===== src/rtl/rx_fifo.sv =====
// UART receive FIFO: parity strip/check, FWFT storage, sticky errors, trigger and
// optional character-timeout (RX_TIMEOUT_EN) interrupts; all outputs registered.
module rx_fifo #(
    parameter int DEPTH = 16,
    localparam int AW = $clog2(DEPTH)
) (
    input  logic          i_clk,
    input  logic          i_rst,
    input  logic [1:0]    i_word_length,
    input  logic          i_parity_en,
    input  logic          i_parity_even,
    input  logic [15:0]   i_baud_rate_cnt,
    input  logic [8:0]    i_rx_data,
    input  logic          i_rx_valid,
    input  logic          i_rd_en,
    input  logic          i_fifo_clr,
    input  logic          i_err_clr,
    input  logic [1:0]    i_trig_sel,
    output logic [7:0]    o_rd_data,
    output logic          o_rd_perr,
    output logic [AW:0]   o_count,
    output logic          o_empty,
    output logic          o_full,
    output logic          o_overrun,
    output logic          o_perr_any,
    output logic          o_int_trig,
    output logic          o_int_timeout
);
    localparam logic [AW-1:0] PTR_ONE = 1;
    localparam logic [AW:0]   CNT_ONE = 1;
    localparam logic [AW:0]   CNT_FULL = DEPTH[AW:0];
    localparam logic [AW:0]   TRIG_4  = (DEPTH < 4)  ? DEPTH[AW:0] : 4;
    localparam logic [AW:0]   TRIG_8  = (DEPTH < 8)  ? DEPTH[AW:0] : 8;
    localparam logic [AW:0]   TRIG_14 = (DEPTH < 14) ? DEPTH[AW:0] : 14;

    logic [8:0]    r_mem [DEPTH];
    logic [AW-1:0] r_wr_ptr, r_rd_ptr;
    logic [AW:0]   r_count;
    logic          r_empty, r_full, r_overrun, r_perr_any, r_int_trig;
    logic [7:0]    r_rd_data;
    logic          r_rd_perr;

    logic [7:0]    w_mask, w_data;
    logic          w_par_bit, w_perr, w_rd, w_wr, w_ovr_set;
    logic [AW:0]   w_count_nxt, w_trig_lvl;
    logic [AW-1:0] w_rd_ptr_p1;

    assign w_mask      = 8'hFF >> (2'd3 - i_word_length);
    assign w_data      = i_rx_data[7:0] & w_mask;
    assign w_par_bit   = i_rx_data[4'd5 + {2'b00, i_word_length}];
    // XOR over data+parity is 0 for a good even-parity character, 1 for good odd
    assign w_perr      = i_parity_en & (^w_data ^ w_par_bit ^ ~i_parity_even);
    assign w_rd        = i_rd_en & ~r_empty;
    assign w_wr        = i_rx_valid & (~r_full | w_rd);
    assign w_ovr_set   = i_rx_valid & ~w_wr & ~i_fifo_clr;
    assign w_rd_ptr_p1 = r_rd_ptr + PTR_ONE;

    always_comb begin
        w_count_nxt = r_count;
        if (i_fifo_clr)
            w_count_nxt = '0;
        else if (w_wr && !w_rd)
            w_count_nxt = r_count + CNT_ONE;
        else if (!w_wr && w_rd)
            w_count_nxt = r_count - CNT_ONE;
    end

    always_comb begin
        case (i_trig_sel)
            2'b00:   w_trig_lvl = CNT_ONE;
            2'b01:   w_trig_lvl = TRIG_4;
            2'b10:   w_trig_lvl = TRIG_8;
            default: w_trig_lvl = TRIG_14;
        endcase
    end

    always_ff @(posedge i_clk) begin
        if (w_wr && !i_fifo_clr)
            r_mem[r_wr_ptr] <= {w_perr, w_data};
    end

    always_ff @(posedge i_clk or posedge i_rst) begin
        if (i_rst) begin
            r_wr_ptr   <= '0;
            r_rd_ptr   <= '0;
            r_count    <= '0;
            r_empty    <= 1'b1;
            r_full     <= 1'b0;
            r_overrun  <= 1'b0;
            r_perr_any <= 1'b0;
            r_int_trig <= 1'b0;
            r_rd_data  <= '0;
            r_rd_perr  <= 1'b0;
        end else begin
            if (i_fifo_clr) begin
                r_wr_ptr <= '0;
                r_rd_ptr <= '0;
            end else begin
                if (w_wr) r_wr_ptr <= r_wr_ptr + PTR_ONE;
                if (w_rd) r_rd_ptr <= w_rd_ptr_p1;
            end
            r_count    <= w_count_nxt;
            r_empty    <= (w_count_nxt == '0);
            r_full     <= (w_count_nxt == CNT_FULL);
            r_int_trig <= (w_count_nxt >= w_trig_lvl);
            if (w_ovr_set)
                r_overrun <= 1'b1;
            else if (i_err_clr)
                r_overrun <= 1'b0;
            if (w_wr && !i_fifo_clr && w_perr)
                r_perr_any <= 1'b1;
            else if (i_err_clr)
                r_perr_any <= 1'b0;
            // Head register tracks the entry that will be at the head next cycle
            if (!i_fifo_clr) begin
                if (w_wr && (r_empty || (w_rd && r_count == CNT_ONE))) begin
                    r_rd_data <= w_data;
                    r_rd_perr <= w_perr;
                end else if (w_rd && r_count > CNT_ONE) begin
                    r_rd_data <= r_mem[w_rd_ptr_p1][7:0];
                    r_rd_perr <= r_mem[w_rd_ptr_p1][8];
                end
            end
        end
    end

    assign o_rd_data  = r_rd_data;
    assign o_rd_perr  = r_rd_perr;
    assign o_count    = r_count;
    assign o_empty    = r_empty;
    assign o_full     = r_full;
    assign o_overrun  = r_overrun;
    assign o_perr_any = r_perr_any;
    assign o_int_trig = r_int_trig;

`ifdef RX_TIMEOUT_EN
    logic [15:0] r_bit_cnt;
    logic [5:0]  r_char_cnt;
    logic        r_int_timeout;
    logic        w_ev, w_cnt_en, w_tick;

    assign w_ev     = i_rx_valid | w_rd | i_fifo_clr;
    assign w_cnt_en = (i_baud_rate_cnt >= 16'd2);
    assign w_tick   = w_cnt_en && (r_bit_cnt >= i_baud_rate_cnt - 16'd1);

    // 40 bit periods = four 10-bit characters of silence
    always_ff @(posedge i_clk or posedge i_rst) begin
        if (i_rst) begin
            r_bit_cnt     <= '0;
            r_char_cnt    <= '0;
            r_int_timeout <= 1'b0;
        end else begin
            if (w_ev || r_empty) begin
                r_bit_cnt  <= '0;
                r_char_cnt <= '0;
            end else if (w_cnt_en) begin
                if (w_tick) begin
                    r_bit_cnt <= '0;
                    if (r_char_cnt != 6'd40) r_char_cnt <= r_char_cnt + 6'd1;
                end else begin
                    r_bit_cnt <= r_bit_cnt + 16'd1;
                end
            end
            if (w_ev)
                r_int_timeout <= 1'b0;
            else if (w_tick && !r_empty && r_char_cnt == 6'd39)
                r_int_timeout <= 1'b1;
        end
    end

    assign o_int_timeout = r_int_timeout;
`else
    logic w_unused;
    assign w_unused      = ^i_baud_rate_cnt;
    assign o_int_timeout = 1'b0;
`endif
endmodule


===== config.mk =====
export PLATFORM = sky130hd
export DESIGN_NAME = rx_fifo
export DESIGN_NICKNAME = d
export VERILOG_FILES = /design/src/rtl/rx_fifo.sv
export SDC_FILE = /design/constraint.sdc
export NUM_CORES = 1
export LEC_CHECK = 0
export CAP_MARGIN = 20
export CORE_MARGIN = 1
export CORE_UTILIZATION = 28
export DETAILED_ROUTE_END_ITERATION = 7
export MAX_ROUTING_LAYER = met4
export PLACE_DENSITY = 0.42
export SETUP_SLACK_MARGIN = 0.05
export SYNTH_ARGS = -nofsm -noshare
export SYNTH_HDL_FRONTEND = slang
export SYNTH_SLANG_ARGS = --single-unit
export TNS_END_PERCENT = 100

===== constraint.sdc =====
create_clock -name i_clk -period 2.2 [get_ports i_clk]
set_input_delay 0.44 -clock i_clk [delete_from_list [all_inputs] [get_ports i_clk]]
set_output_delay 0.44 -clock i_clk [all_outputs]
set_load 0.02 [all_outputs]

==> results.md, run 1 <==
- Total congestion overflow after global routing: 0
- Area used by sequential logic in the layout: 5000 um^2
- Period Utilization, post-route: 99.3%
- Peak Freq: 458 MHz
- Finished layout cell area: 10300 um^2
- Endpoint kind of the worst setup timing path: flop
- Final max-slew violation count: 0
- Grt met1 use: 20.7%
- Clk_lat worst skew: 0.43 ns
- Result of the run: complete, no violations
- Average footprint of a synthesized cell: 16.4 um^2
- Utilization after layout: 39.8%
- Largest voltage drop on the vdd net: 467 uV
- DRC errors left: 0
- Buffer type at the clock tree root: clkbuf_16
- Antenna diode count: 0
- Nets: 660
- FILL cells: 2359
- Cell family contributing the most delay on the critical path: simple AND/OR/NAND/NOR gates
- Required @ worst endpoint: 2.50 ns
- Initial drt markers: 288
- Hold-fix buffer count after cts: 0
- Number of cells after detailed placement: 894
- Critical Path, Cell by Cell: nand2b_4 > and2_4 > nor2_4 > xnor2_2 > nand2_1 > ha_1 > nand2b_4 > a21o_1 > a21o_1 > a211o_1
- Critical Path Slowest Stage Cell: dfstp_2
- RSZ-0062 raised after global routing: yes
- I/O pin cnt: 57
- Cell count after synthesis: 449
- Worst-case hold slack: 0.389 ns
- Final clock skew: 0.0156 ns
- Number of buffers and inverters on the critical path: 0
- Setup CP Type: flop to flop
- Overall routed net length: 19.4 mm
- GR Layer Usage met3: 2.80%
- Total of flip-flops plus latches after synthesis: 171
- Router iterations before antenna repair: 4
- Via count of the first global-routing pass: 4635
- Bufs on Longest Clock Path: 2
- Final Power: 9.49 mW
- X dimension of the die: 164 um
- Pin count of the biggest net entering global routing: 28
- Synth async-reset ratio: 15.8%
- Antenna violations before repair: 0
- Half-perimeter wire length after detailed placement: 12.8 mm
- Seq/Total Area, Yosys: 67.8%
- Routed Antenna Nets: 0
- Most common cell after layout, fill and taps aside: edfxtp_1
- Per-cell via count in the routed design: 4.64
- Post-synthesis cell area: 7370 um^2
- Number of port buffers: 39
- Pwr per Cell Area: 921 nW/um^2
- # H-tree levels: 4
- Number of hold violations in the final report: 0
- Multi-input gate area in the final layout: 2570 um^2
- Worst hold path class: primary input to asynchronous set/reset pin
- Slack of the critical path: 0.0152 ns
- EDFF count, synth: 144
- Y dimension of the die: 164 um
- Top fanout value on the critical path: 4
- Clock buffer count from CTS: 17
- Commonest non-fill, non-tap cells in the layout: edfxtp_1 (144), buf_4 (86), mux4_2 (36), nor2_1 (34), clkdlybuf4s50_1 (31)
- Crit path time final: 2.18 ns
- Initial core utilization: 28.4%
- Non-Filler Instances: 957
- Area inside the core boundary: 25900 um^2
- Synthesis-to-layout area growth: 39.8%
- Clock edge transition at the registers on the reported setup and hold paths: 0.06 ns
- Post-Syn Nets: 500
- Cell leakage power: 3.79 nW
- Biggest cell delay along the critical path: 0.56 ns
- Global-route usage over all layers: 15.5%
- MaxCap Viol Count: 0
- Total vias in the final route: 4436
- Std-Cell Rows: 59
- Proportion of layout cells with a drive suffix above 1: 41.0%
- Number of clock sinks seen by CTS: 171
- Predominant post-synthesis flop cell: edfxtp_1
- Post-DP Area: 8920 um^2
- TritonCTS clock tree: built
- Arrival time reported for the critical path endpoint: 2.49 ns
- Number of failing setup endpoints in the final timing report: 0
- Overall die area: 27000 um^2
- Total negative slack for setup checks: 0 ns
- Worst-case setup slack after placement: -0.561 ns
- Yosys cell types: 52
- Routed length per placed instance: 20.3 um
- First-pass GRT wire length: 28.7 mm
- Met2 demand-to-capacity share in global routing: 23.8%
- Highest-utilization routing layer at the global route stage: met2
- Element type at the critical path start: flop
- Yosys Warn Count: 0
- GPL Wtd Cong: 0.819
worst register-to-register path, stage by stage (launching register included):
cell	delay, ns
dfstp_2	0.56
nand2b_4	0.14
and2_4	0.16
nor2_4	0.04
xnor2_2	0.12
nand2_1	0.10
ha_1	0.27
nand2b_4	0.13
a21o_1	0.16
a21o_1	0.15
a211o_1	0.24
cell usage after synthesis, types with 9 or more instances:
library cell | n | area share [%]
ha_1 | 14 | 2.4
edfxtp_1 | 144 | 59
xnor2_1 | 10 | 1.2
a21o_1 | 9 | 0.92
dfrtp_1 | 26 | 8.8
inv_1 | 31 | 1.6
nor2_1 | 37 | 1.9
mux4_2 | 36 | 11
a21oi_1 | 9 | 0.61
nor3_1 | 10 | 0.68
nand2_1 | 19 | 0.97
state kept, by name, indices dropped and copies added, names as in the netlist:
signal      cells
o_count         5
o_empty         1
o_full          1
o_int_trig      1
o_overrun       1
o_perr_any      1
o_rd_data       8
o_rd_perr       1
r_mem         144
r_rd_ptr        4
r_wr_ptr        4
cell type report:
type,instances,share of cell area [%]
multi-input combinational,228,25.0
timing repair buffer,160,15.9
clock inverter,10,1.06
inverter,31,1.13
clock buffer,22,4.31
sequential,171,48.5
tap,335,4.07
power by group:
group          total [mW]  switching (mW)  internal, mW  leakage, nW
Combinational        2.84            1.30          1.53         1.87
Sequential           3.80           0.109          3.69         1.66
Clock                2.85            1.27          1.58        0.262
Total                9.49            2.68          6.81         3.79
worst paths after layout:
check	startpoint	to	slack [ns]	depth (start not counted)
max	o_empty	o_int_trig	0.02	10
min	i_rst	o_count[1]	0.39	3
min in group i_clk	o_rd_data[0]	o_rd_data[0]	0.49	1
max in group asynchronous	i_rst	o_empty	1.50	3
max reg2reg	o_empty	o_int_trig	0.02	10
min reg2reg	o_rd_data[0]	o_rd_data[0]	0.49	1
routing by layer:
| metal | vias up | part of all wire [%] |
|---|---|---|
| li1 | 2060 | - |
| met1 | 2289 | 47 |
| met2 | 70 | 49 |
| met3 | 17 | 2.5 |
| met4 | 0 | 1.5 |
| met5 | - | 0 |
kinds of logic after synthesis:
kind of cell    share of synthesized area [%]
compound gates                           7.08
xor+xnor                                 2.14
fa+ha+maj                                2.38
buf+inv                                  3.16
flops                                    67.8
mux                                      11.4
other cells                            0.0509
simple gates                             5.94
repair_timing:
action / 4_1_cts / 5_1_grt
setup endpoints to repair: 26 / 29
setup buffers: 19 / 9
gates cloned: 3 / 1
resized for setup: 69 / 34
pin swaps: 22 / 10
Note: power is estimated with default switching activity, not from simulation.
==> run 2: changes to the inputs <==
Settings changed: ABC_AREA from default to 1, PLACE_DENSITY 0.42 to default.
==> run 2 against run 1 <==
  * The flow now finishes with violations (design-rule violations)
  * Critical path depth is 4 higher
  * Global-route usage is 1.2 points lower
  * Power is 2.8% lower
  * Combinational power is 18% lower
  * Register-to-register slack better by 0.09 ns
  * First-iteration DRC count is 91% higher
  * Die area is 2.5% higher
  * Final cell count is 18% higher
  * Fmax is 4.3% higher
  * Setup slack better by 0.089 ns
  * Critical path type is now primary input to flop
  * Largest cell class unchanged
  * Largest power group unchanged
==> results.md, run 2 <==
- Result of the run: finished with violations (was complete, no violations)
- Violations in the final reports: design-rule violations
- Final Power: 9.22 mW (was 9.49 mW)
- Cell family contributing the most delay on the critical path: buffers and inverters (was simple AND/OR/NAND/NOR gates)
- Bufs on Longest Clock Path: 2 (unchanged)
- Max FFs per register: 144 (unchanged)
- Per-cell via count in the routed design: 4.76 (was 4.64)
- Post-synthesis cell area: 7560 um^2 (was 7370 um^2)
- Yosys Warn Count: 0 (unchanged)
- Yosys cell types: 34 (was 52)
- Seq/Total Area, Yosys: 66.2% (was 67.8%)
- Final clock skew: 0.0112 ns (was 0.0156 ns)
- Routed Antenna Nets: 0 (unchanged)
- Clock buffer count from CTS: 17 (unchanged)
- Routed length per placed instance: 16.6 um (was 20.3 um)
- Most common cell after layout, fill and taps aside: edfxtp_1 (unchanged)
- Crit path time final: 2.10 ns (was 2.18 ns)
- Cell leakage power: 3.69 nW (was 3.79 nW)
- Worst hold path class: primary input to asynchronous set/reset pin (unchanged)
- Number of port buffers: 39 (unchanged)
- Proportion of layout cells with a drive suffix above 1: 18.9% (was 41.0%)
- TritonCTS clock tree: built (unchanged)
- Total negative slack for setup checks: 0 ns (unchanged)
- Net load switching power: 2.81 mW (was 2.68 mW)
- Number of failing setup endpoints in the final timing report: 0 (unchanged)
- Overall routed net length: 18.8 mm (was 19.4 mm)
- Initial core utilization: 28.8% (was 28.4%)
- Antenna violations before repair: 0 (unchanged)
- Period Utilization, post-route: 95.2% (was 99.3%)
- Number of clock sinks seen by CTS: 171 (unchanged)
- Clk pwr share: 33.8% (was 30.0%)
- Global-route usage over all layers: 14.4% (was 15.5%)
- Synthesis-to-layout area growth: 26.6% (was 39.8%)
- Critical Path Slowest Stage Cell: clkdlybuf4s50_1 (was dfstp_2)
- Nets: 837 (was 660)
- Arrival time reported for the critical path endpoint: 2.42 ns (was 2.49 ns)
- Total vias in the final route: 5397 (was 4436)
- Area share of the largest cell type after synthesis: 57.2% (was 58.7%)
- Post-synth top area cell: edfxtp_1 (unchanged)
- Most frequently used cell type in the post-synthesis netlist: edfxtp_1 (unchanged)
- Required @ worst endpoint: 2.52 ns (was 2.50 ns)
- Area inside the core boundary: 26300 um^2 (was 25900 um^2)
- MaxCap Viol Count: 0 (unchanged)
- Worst r2r path cells: 13 (was 10)
- Worst-case hold slack: 0.288 ns (was 0.389 ns)
- # H-tree levels: 4 (unchanged)
- Commonest non-fill, non-tap cells in the layout: edfxtp_1 (144), nor2_1 (100), nand2_1 (96), buf_4 (73), o21ai_0 (59) (was edfxtp_1 (144), buf_4 (86), mux4_2 (36), nor2_1 (34), clkdlybuf4s50_1 (31))
- Clk_lat worst skew: 0.43 ns (about the same)
- GPL Wtd Cong: 0.827 (was 0.819)
- Overall die area: 27700 um^2 (was 27000 um^2)
- Reg2Reg Setup Slack: 0.11 ns (was 0.02 ns)
- Top cells by instance count after synthesis: edfxtp_1 (144), nand2_1 (101), nor2_1 (101), o21ai_0 (60), inv_1 (42) (was edfxtp_1 (144), nor2_1 (37), mux4_2 (36), inv_1 (31), dfrtp_1 (26))
- Total of flip-flops plus latches after synthesis: 171 (unchanged)
- Net switching fraction of the power: 30.5% (was 28.2%)
- Via count of the first global-routing pass: 5247 (was 4635)
- Post-Syn Nets: 730 (was 500)
- Predominant post-synthesis flop cell: edfxtp_1 (unchanged)
- X dimension of the die: 166 um (was 164 um)
- Sequential power share: 41.1% (was 40.0%)
- Half-perimeter wire length after detailed placement: 12.1 mm (was 12.8 mm)
- Y dimension of the die: 166 um (was 164 um)
- Critical Path, Cell by Cell: clkdlybuf4s50_1 > inv_2 > nor2_4 > nand2_2 > nand2_2 > inv_2 > buf_4 > a21oi_2 > ha_1 > o21ai_1 > nand2_1 > a21o_1 > a21oi_1 > nand2_1 (was nand2b_4 > and2_4 > nor2_4 > xnor2_2 > nand2_1 > ha_1 > nand2b_4 > a21o_1 > a21o_1 > a211o_1)
- Reg2reg end: o_int_trig (unchanged)
- Router iterations before antenna repair: 7 (was 4)
- Crit path to: o_int_trig (unchanged)
- Setup CP Type: primary input to flop (was flop to flop)
- Top reg by flops: r_mem (unchanged)
- EDFF count, synth: 144 (unchanged)
- Cell internal power dissipation: 6.40 mW (was 6.81 mW)
- I/O pin cnt: 57 (unchanged)
- Number of hold violations in the final report: 0 (unchanged)
- Buffer type at the clock tree root: clkbuf_16 (unchanged)
- Average footprint of a synthesized cell: 11.1 um^2 (was 16.4 um^2)
- Biggest cell delay along the critical path: 0.58 ns (was 0.56 ns)
- Endpoint kind of the worst setup timing path: flop (unchanged)
- Pwr per Cell Area: 963 nW/um^2 (was 921 nW/um^2)
- Beginning of the worst register-to-register path: o_empty (unchanged)
- RSZ-0062 raised after global routing: yes (unchanged)
- Top fanout value on the critical path: 3 (was 4)
- Element type at the critical path start: primary input (was flop)
- First-pass GRT wire length: 29.4 mm (was 28.7 mm)
- Number of buffers and inverters on the critical path: 4 (was 0)
- DRC errors left: 1 (was 0)
- Peak Freq: 477 MHz (was 458 MHz)
- Synth async-reset ratio: 15.8% (unchanged)
- Crit path launch: i_rx_valid (was o_empty)
- Dominant cells by area after synthesis: edfxtp_1 (57%), dfrtp_1 (8.6%), nand2_1 (5.0%) (was edfxtp_1 (59%), mux4_2 (11%), dfrtp_1 (8.8%))
- Largest voltage drop on the vdd net: 670 uV (was 467 uV)
- Initial drt markers: 551 (was 288)
- Clock edge transition at the registers on the reported setup and hold paths: 0.07 ns (was 0.06 ns)
- Comb pwr share: 25.1% (was 29.9%)
- Cell count after synthesis: 679 (was 449)
- Std-Cell Rows: 59 (unchanged)
- Pin count of the biggest net entering global routing: 75 (was 28)
- Antenna diode count: 0 (unchanged)
- Worst path depth: 14 (was 10)
- Total congestion overflow after global routing: 0 (unchanged)
- Final max-slew violation count: 0 (unchanged)
## run 2: per-layer routing
metal  vias to the layer above  track usage [%]  routed length, um
met4                         0             4.27                276
met3                        20             2.79               1050
met5                         -                -                  0
met1                      2585             18.9               8680
met2                       183             22.5               8760
li1                       2609                -                  -
## run 2: power groups by stage
stage,clock network (mW),registers [mW],logic (mW)
CTS,3.16,3.78,2.25
finish,3.11,3.79,2.32
global placement,0,3.84,2.21
detailed placement,0,3.84,2.23
global route,3.27,3.80,2.56
floorplan,0,3.96,1.20
## run 2: worst min path at each step
stage / start / end / slack [ns] / depth (start not counted)
CTS: i_rst / r_wr_ptr[1] / 0.29 / 2
global placement: o_rd_perr / o_rd_perr / 0.47 / 2
finish: i_rst / r_wr_ptr[1] / 0.29 / 2
floorplan: i_rst / o_count[0] / 0.49 / 1
global route: i_rst / r_wr_ptr[1] / 0.33 / 2
detailed placement: o_rd_data[3] / o_rd_data[3] / 0.47 / 2
## run 2: what timing repair did
action / CTS / global route
resized for setup: 3 / 16
hold buffers: 0 / 0
setup endpoints to repair: 1 / 160
pin swaps: 2 / 9
cloned: 0 / 1
buffers inserted: 0 / 4
## run 2: area by class of cell
class / count / area [um^2]
Sequential cell: 171 / 5000
Multi-Input combinational cell: 420 / 2240
Clock inverter: 14 / 185
Fill cell: 2567 / 16700
Tap cell: 335 / 419
Clock buffer: 18 / 429
Inverter: 58 / 220
Timing Repair Buffer: 118 / 1070
## run 2: cell families after synthesis
group | after synthesis | share of synthesized area (%)
flops | 171 | 66.2
compound gates | 155 | 12.2
xor+xnor | 4 | 0.712
simple gates | 246 | 13.4
buf+inv | 88 | 5.08
other cells | 1 | 0.0496
fa+ha+maj | 14 | 2.32
## run 2: metrics by stage
stage	cells	utilization (%)	instance area, um^2	setup slack [ns]
after floorplan	679	-	7570	0.0370
after global placement	1097	33.6	8840	-0.420
after detailed placement	1097	33.6	8840	-0.429
after CTS	1129	36.0	9460	0.0571
after global routing	1134	36.4	9570	-0.0749
final	1134	36.4	9570	0.105
